`src/rtl/hazard_ctrl.sv`:
```
// -----------------------------------------------------------------------------
// hazard_ctrl
// Pipeline hazard controller for a five-stage in-order CPU (F/D/E/M/W).
// Resolves three hazard types:
//   * data hazards    - operand forwarding from MEM/WB into EX, plus a
//                       one-bubble stall for load-use;
//   * control hazards - squashes wrong-path instructions on a taken branch,
//                       JALR or JAL;
//   * D-cache misses  - freezes the pipe while a miss is outstanding, then
//                       uses one DRAIN cycle to let the load move to WB.
//
// Ports
//   clk, CPU_RST          clock; asynchronous active-high reset
//   Rs1D/Rs2D             source registers of the instruction in ID
//   Rs1E/Rs2E, RegReadE   source registers in EX and which of them are used
//   RdE/RdM/RdW           destination registers in EX/MEM/WB
//   MemToRegE             the instruction in EX is a load
//   RegWriteM/RegWriteW   non-zero means a register write is pending
//   JalD, JalrE, BranchE  control-flow redirect sources
//   DCacheMiss            miss request (level)
//   DCacheDone            miss serviced (one-cycle pulse)
//   Stall*/Flush*         per-stage controls (en = ~StallX, clear = FlushX)
//   Forward1E/Forward2E   ALU operand select: 00 regfile, 10 MEM, 01 WB
//   MissCycles            registered count of cycles spent in MISS
//   MissTimeout           registered sticky flag: a miss lasted 255 cycles
// -----------------------------------------------------------------------------
module hazard_ctrl (
  input  logic        clk,
  input  logic        CPU_RST,
  input  logic [4:0]  Rs1D,
  input  logic [4:0]  Rs2D,
  input  logic [4:0]  Rs1E,
  input  logic [4:0]  Rs2E,
  input  logic [4:0]  RdE,
  input  logic [4:0]  RdM,
  input  logic [4:0]  RdW,
  input  logic [1:0]  RegReadE,
  input  logic        MemToRegE,
  input  logic [2:0]  RegWriteM,
  input  logic [2:0]  RegWriteW,
  input  logic        JalD,
  input  logic        JalrE,
  input  logic        BranchE,
  input  logic        DCacheMiss,
  input  logic        DCacheDone,
  output logic        StallF,
  output logic        FlushF,
  output logic        StallD,
  output logic        FlushD,
  output logic        StallE,
  output logic        FlushE,
  output logic        StallM,
  output logic        FlushM,
  output logic        StallW,
  output logic        FlushW,
  output logic [1:0]  Forward1E,
  output logic [1:0]  Forward2E,
  output logic [31:0] MissCycles,
  output logic        MissTimeout
);

  typedef enum logic [1:0] {
    IDLE  = 2'b00,
    MISS  = 2'b01,
    DRAIN = 2'b10
  } state_t;

  state_t      state_q, state_d;
  logic [31:0] miss_cycles_q, miss_cycles_d;
  logic [7:0]  miss_len_q, miss_len_d;
  logic        miss_timeout_q, miss_timeout_d;
  logic        lu_q, lu_d;          // a load-use bubble was inserted last cycle

  logic        load_use_s;
  logic        redirect_s;
  logic        timeout_hit_s;
  logic        miss_pattern_s;
  logic        lu_applied_s;

  // Operand source select: MEM result beats WB result; x0 is never forwarded.
  function automatic logic [1:0] fwd_sel(
    input logic       used,
    input logic [4:0] rs,
    input logic [2:0] wr_m,
    input logic [4:0] rd_m,
    input logic [2:0] wr_w,
    input logic [4:0] rd_w
  );
    logic [1:0] sel;
    sel = 2'b00;
    if (used && (wr_m != 3'd0) && (rd_m != 5'd0) && (rd_m == rs)) begin
      sel = 2'b10;
    end else if (used && (wr_w != 3'd0) && (rd_w != 5'd0) && (rd_w == rs)) begin
      sel = 2'b01;
    end else begin
      sel = 2'b00;
    end
    return sel;
  endfunction

  // Saturating increment helpers.
  function automatic logic [31:0] sat_inc32(input logic [31:0] v);
    return (v == 32'hFFFF_FFFF) ? v : (v + 32'd1);
  endfunction

  function automatic logic [7:0] sat_inc8(input logic [7:0] v);
    return (v == 8'hFF) ? v : (v + 8'd1);
  endfunction

  // Hazard detection terms shared by the FSM and the output decode.
  always_comb begin
    load_use_s    = MemToRegE && (RdE != 5'd0) && ((RdE == Rs1D) || (RdE == Rs2D));
    redirect_s    = BranchE || JalrE;
    // The length counter reaches 255 on this edge when it is 254 or already 255.
    timeout_hit_s = (state_q == MISS) && (miss_len_q >= 8'hFE);
  end

  // Next-state and counter logic for the D-cache miss FSM.
  always_comb begin
    state_d        = state_q;
    miss_len_d     = miss_len_q;
    miss_cycles_d  = miss_cycles_q;
    miss_timeout_d = miss_timeout_q;
    case (state_q)
      IDLE: begin
        if (DCacheMiss) begin
          state_d    = MISS;
          miss_len_d = 8'd0;
        end else begin
          state_d = IDLE;
        end
      end
      MISS: begin
        miss_len_d    = sat_inc8(miss_len_q);
        miss_cycles_d = sat_inc32(miss_cycles_q);
        // A timed-out miss stays frozen in MISS until reset.
        if (DCacheDone && !miss_timeout_q && !timeout_hit_s) begin
          state_d = DRAIN;
        end else begin
          state_d = MISS;
        end
      end
      DRAIN: begin
        state_d = IDLE;
      end
      default: begin
        state_d = IDLE;
      end
    endcase
    if (timeout_hit_s) begin
      miss_timeout_d = 1'b1;
    end else begin
      miss_timeout_d = miss_timeout_q;
    end
  end

  // Stall/flush/forward decode, combinational from inputs and state.
  always_comb begin
    StallF         = 1'b0;
    FlushF         = 1'b0;
    StallD         = 1'b0;
    FlushD         = 1'b0;
    StallE         = 1'b0;
    FlushE         = 1'b0;
    StallM         = 1'b0;
    FlushM         = 1'b0;
    StallW         = 1'b0;
    FlushW         = 1'b0;
    Forward1E      = 2'b00;
    Forward2E      = 2'b00;
    lu_applied_s   = 1'b0;
    // Miss entry is combinational so the stage holding the load never advances.
    miss_pattern_s = (state_q == MISS) || ((state_q == IDLE) && DCacheMiss);

    if (CPU_RST) begin
      FlushF = 1'b1;
      FlushD = 1'b1;
      FlushE = 1'b1;
      FlushM = 1'b1;
      FlushW = 1'b1;
    end else begin
      Forward1E = fwd_sel(RegReadE[1], Rs1E, RegWriteM, RdM, RegWriteW, RdW);
      Forward2E = fwd_sel(RegReadE[0], Rs2E, RegWriteM, RdM, RegWriteW, RdW);
      if (miss_pattern_s) begin
        StallF = 1'b1;
        StallD = 1'b1;
        StallE = 1'b1;
        StallM = 1'b1;
        FlushW = 1'b1;
      end else if (state_q == DRAIN) begin
        StallF = 1'b1;
        StallD = 1'b1;
        StallE = 1'b1;
      end else if (redirect_s) begin
        FlushD = 1'b1;
        FlushE = 1'b1;
      end else begin
        FlushD = JalD;
        // After one bubble the load has left EX in a real pipe; lu_q keeps
        // the bubble to exactly one cycle even if the inputs linger.
        if (load_use_s && !lu_q) begin
          StallF       = 1'b1;
          StallD       = 1'b1;
          FlushE       = 1'b1;
          lu_applied_s = 1'b1;
        end else begin
          lu_applied_s = 1'b0;
        end
      end
    end
    lu_d = lu_applied_s;
  end

  // State, counter and flag registers.
  always_ff @(posedge clk or posedge CPU_RST) begin
    if (CPU_RST) begin
      state_q        <= IDLE;
      miss_len_q     <= 8'd0;
      miss_cycles_q  <= 32'd0;
      miss_timeout_q <= 1'b0;
      lu_q           <= 1'b0;
    end else begin
      state_q        <= state_d;
      miss_len_q     <= miss_len_d;
      miss_cycles_q  <= miss_cycles_d;
      miss_timeout_q <= miss_timeout_d;
      lu_q           <= lu_d;
    end
  end

  assign MissCycles  = miss_cycles_q;
  assign MissTimeout = miss_timeout_q;

endmodule

```
`config.mk`:
```
export PLATFORM = sky130hd
export DESIGN_NAME = hazard_ctrl
export DESIGN_NICKNAME = d
export VERILOG_FILES = /design/src/rtl/hazard_ctrl.sv
export SDC_FILE = /design/constraint.sdc
export NUM_CORES = 1
export LEC_CHECK = 0
export CORE_AREA = 2 2 76 96
export CTS_CLUSTER_SIZE = 12
export DETAILED_ROUTE_END_ITERATION = 6
export DIE_AREA = 0 0 78 98
export PLACE_DENSITY = 0.84
export SYNTH_ARGS = -nofsm -noshare
export SYNTH_HDL_FRONTEND = slang
export SYNTH_SLANG_ARGS = --single-unit
```
`constraint.sdc`:
```
create_clock -name clk -period 1.9 [get_ports clk]
set_input_delay 0.19 -clock clk [delete_from_list [all_inputs] [get_ports clk]]
set_output_delay 0.19 -clock clk [all_outputs]
set_load 0.05 [all_outputs]
```
Yosys cells after proc, flatten, opt, wreduce, memory -nomap -nowiden
Index checks and enable logic that the tools add are counted.
{"block": "classes", "addsub": 2, "order_cmp": 1, "n_eq_ne": 12, "n_mux": 35, "bitwise_logic": 1, "reduce_logical": 34}
{"operator": "$add 32x1->32 const B", "n": 1}
{"operator": "$eq 32x32->1 const B", "n": 1}
{"operator": "$eq 5x5->1", "n": 6}
{"operator": "$mux 1", "n": 26}
{"operator": "$logic_and 1x1->1", "n": 19}
{"operator": "$mux 8", "n": 2}
{"operator": "$pmux 8 s2", "n": 1}
{"operator": "$reduce_bool 5->1", "n": 3}
{"operator": "$mux 2", "n": 5}
{"operator": "$add 8x1->8 const B", "n": 1}
{"operator": "$eq 8x8->1 const B", "n": 1}
{"operator": "$ge 8x8->1 const B", "n": 1}
{"operator": "$reduce_bool 3->1", "n": 2}
{"operator": "$ne 2x2->1 const B", "n": 2}
{"operator": "$pmux 2 s2", "n": 1}
{"operator": "$logic_not 1->1", "n": 3}
{"operator": "$logic_or 1x1->1", "n": 3}
{"operator": "$reduce_and 3->1", "n": 1}
{"operator": "$eq 2x1->1 const B", "n": 1}
{"operator": "$eq 2x2->1 const B", "n": 1}
{"operator": "$logic_not 2->1", "n": 1}
{"operator": "$reduce_and 2->1", "n": 1}
{"operator": "$reduce_bool 2->1", "n": 1}
{"operator": "$not 1->1", "n": 1}
{"block": "totals", "ff_bits": 44, "input_bits": 51, "out_inout_bits": 47, "word_cells": 90}

Depth between registers and ports, before layout
{"block": "logic_depth", "word_depth": 9, "mapped_depth": 7, "depth_no_buf": 6}

Worst setup path after synthesis
OpenSTA, ideal clock, no wires.
{"block": "synth_path", "kind": "input-to-output", "start": "in CPU_RST", "end": "out StallF", "arrival_ns": 2.558, "t_required_ns": 1.710, "slack_ns": -0.848, "stages": 4, "n_path_buf": 1, "path_cell_list": "inv_1 -> and2_1 -> nand2b_1 -> buf_4"}
{"block": "synth_via", "elab_chain_len": 1}
{"element": "start: declaration", "line": "29", "rtl": "input logic CPU_RST,"}
{"element": "$mux 1"}
{"element": "end: declaration", "line": "46", "rtl": "output logic StallF,"}
No other way between the ends.

Worst setup path after layout
{"block": "layout_path", "start": "in Rs1E[3]", "end": "out Forward1E[0]"}
{"block": "layout_via", "elab_chain_len": 5, "word_cells_on_any_way": 7, "cone_classes": "eq/ne: 2; mux: 3; reduce/logical: 2"}
{"element": "start: declaration", "line": "32", "rtl": "input logic [4:0] Rs1E,"}
{"element": "$eq 5x5->1", "line": "93", "rtl": "end else if (used && (wr_w != 3'd0) && (rd_w != 5'd0) && (rd_w == rs)) begin"}
{"element": "$logic_and 1x1->1", "line": "93"}
{"element": "$mux 1", "line": "93"}
{"element": "$mux 2 *", "line": "91", "rtl": "if (used && (wr_m != 3'd0) && (rd_m != 5'd0) && (rd_m == rs)) begin"}
{"element": "$mux 2 *", "line": "175", "rtl": "if (CPU_RST) begin"}
{"element": "end: declaration", "line": "56", "rtl": "output logic [1:0] Forward1E,"}
Mark *: on every way between the ends. The rest lies on a longest branch, timed or not.

==> results.md <==
* CTS H-tree depth at 2
* Register area at 1116 µm²
* Yosys warning total at 0
* Worst Path Required at 1710 ps
* Area delta synth->final at 68.68%
* Largest area contributor in the netlist: dfrtp_1
* Sequential area share after synthesis at about two fifths
* Pleak at 1.978 nW
* DRC Markers at 0
* CTS tree: yes
* Die Span Y at 98 µm
* Relative slew margins at approximately 65%
* Post-synth top flop: dfrtp_1
* Filler cells at 541
* IO Pins at 98
* R2R cell count at 5
* Synth Cell Area at 2676 µm²
* Syn_nets at approximately 340
* Commonest cells in the netlist: xnor2_1, dfrtp_1, nand2_1
* R2R setup slack at about 40 ps
* First DRT Iteration DRCs at 75
* Via count at 2744
* #FFs+latches synth at between 40 and 50
* GRT overflow at 0
* Clock transition at path regs at 80 ps
* CP Launch Type: input port
* Syn avg cell area at 9.524 µm²
* Num CTS Buffers at 5
* Finished Layout Cells at 522
* Dpl hpwl at 6209 µm
* First-pass GRT wire length at 12900 µm
* Placed insts at 506
* Fin nets at about 490
* Overall Global Routing Usage at 20.98%
* Mapped Cells at approximately 280
* DR vias/cell at 5.257
* Top-area cell type share of the netlist area at 41.14%
* Routability Congestion at 0.8751
* Multi-input logic area at 1688 µm²
* RSZ-0062 raised after global routing: yes
* Ys async rst share at 100.0%
* Crit path DAT at around 1700 ps
* Hold-fix buffers, CTS at 0
* Power Density at between 700 and 800 nW/µm²
* Design Area, Final at 4514 µm²
* Fmax at 0.5346 GHz
* Post-route ant nets at 0
* Clk buf depth at 2
* Final min period at 1870 ps
* Max-slew violations at 0
* Antenna cell count at 0
* Layout cell share with drive strength beyond 1 at 28.24%
* Pre-CTS WS at -270.1 ps
* Area after DPL at 4232 µm²
* Root Buffer: clkbuf_8
* VDD IR max at 1308 µV
* Crit Path Max Fanout at 2
* Wire length per cell at around 16 µm
* Kind of critical path: in -> out
* Worst slew pin tran at 531.3 ps
* Width of the die at about 78 µm
* DIE AREA at roughly 7600 µm²
* CP endpoint kind: output port
* Count leader, synth: xnor2_1
* Final Setup Violations at 0
* Hold Path Class: in -> async
* # clock sinks at 44
* Vias in the first global route at 2866
* Final Hold Fails at 0
* Slack of the critical path at 29.60 ps
* Outcome: finished, final reports clean
* Post-synth cell types at 43
* Cell Rows at 34
* Largest net degree at the start of global routing at 28
* Number of port buffers at 96
* Number of synthesized flops with an enable pin at 0
* Synth area leaders: dfrtp_1, xnor2_1, xor2_1, nand3_1, nand4_1
* Crit share post-route at between 90% and 100%
* Layout Skew at around 4.2 ps
* Drt first pass iters at 4
* Initial Util at between 30% and 40%
* Clock network latency to the later pin of the worst-skew pair at 300 ps
* Routed WL at 8171 µm
* Max cap viols at 0
* Core Util, Final at 66.32%
* Initial antenna violation count at 0
* Core Region at 6807 µm²
==> power by group <==
| group | switching [mW] | internal [mW] | total (mW) | leakage, nW |
|---|---|---|---|---|
| clock network | 0.308 | 0.332 | 0.640 | 0.0515 |
| registers | 0.129 | 1.06 | 1.19 | 0.582 |
| logic | 0.893 | 0.737 | 1.63 | 1.34 |
| total | 1.33 | 2.13 | 3.46 | 1.98 |
==> cell type report <==
cell class	instances	share of cell area, %
multi-input combinational	220	37.39
clock buffer	8	2.217
timing repair buffer	152	32.43
inverter	8	0.7483
sequential	44	24.72
tap	90	2.494
==> path summary, 6_finish.rpt <==
path,start,end
max,Rs1E[3],Forward1E[0]
min,CPU_RST,MissCycles[10]
max reg2reg,MissCycles[7],MissCycles[27]
min reg2reg,MissCycles[16],MissCycles[16]
max in group asynchronous,CPU_RST,MissCycles[1]
min in group clk,DCacheDone,state_q[0]
==> sequential cells by signal, indices dropped and copies added (netlist names) <==
signal,count
state_q,2
lu_q,1
MissTimeout,1
MissCycles,32
miss_len_q,8
==> through the flow <==
stage	TNS [ps]	hold WS, ps	power, mW
after global placement	-654.0	459.6	2.702
after detailed placement	-842.5	483.9	2.750
after CTS	-11.65	333.5	3.415
final	0	330.6	3.461
after global routing	-203.2	375.3	3.659
after floorplan	-1970	202.2	2.077
==> layer usage <==
layer | share of wire (%) | track usage, % | vias up | routed length, µm
li1 | - | - | 1300 | -
met1 | 37 | 21.78 | 1315 | 3005
met2 | 54 | 39.92 | 110 | 4414
met3 | 6.7 | 5.176 | 19 | 549
met4 | 2.5 | 7.962 | 0 | 202
met5 | 0 | 0 | - | 0
==> kinds of logic (layout without fill, tap and decap cells) <==
kind of cell	count (synthesis)	after routing	share of synthesized area, %
AO/OA/AOI/OAI	24	24	5.798
XOR/XNOR	62	62	20.29
adder cells (fa/ha/maj)	3	3	1.403
buffers and inverters	17	168	2.992
flip-flops	44	44	41.14
multiplexers	3	3	1.215
other	1	1	0.1401
AND/OR/NAND/NOR	127	127	27.02
==> critical path: stages <==
cell and delay [ps]:
clkdlybuf4s50_1 450, xor2_1 180, nor4_2 240, nand3_1 180
nor3_4 270, buf_12 170
==> placed cells by master (no fill, tap or decap), drive strengths merged, types with 10 or more instances in the layout <==
cell           count
nor4              10
buf               69
clkdlybuf4s50     65
xor2              14
xnor2             48
nand4             15
nand2             22
nor3              10
dfrtp             44
and3              10
nand3             20
nor2              16
dlymetal6s2s      10
==> timing repair <==
| action | in CTS | in global routing |
|---|---|---|
| gates resized for setup | 19 | 20 |
| pin swaps | 18 | 16 |
| buffers inserted | 3 | 5 |
| endpoints found under the setup margin | 9 | 17 |
No activity file was read; power rests on OpenSTA's default activity.
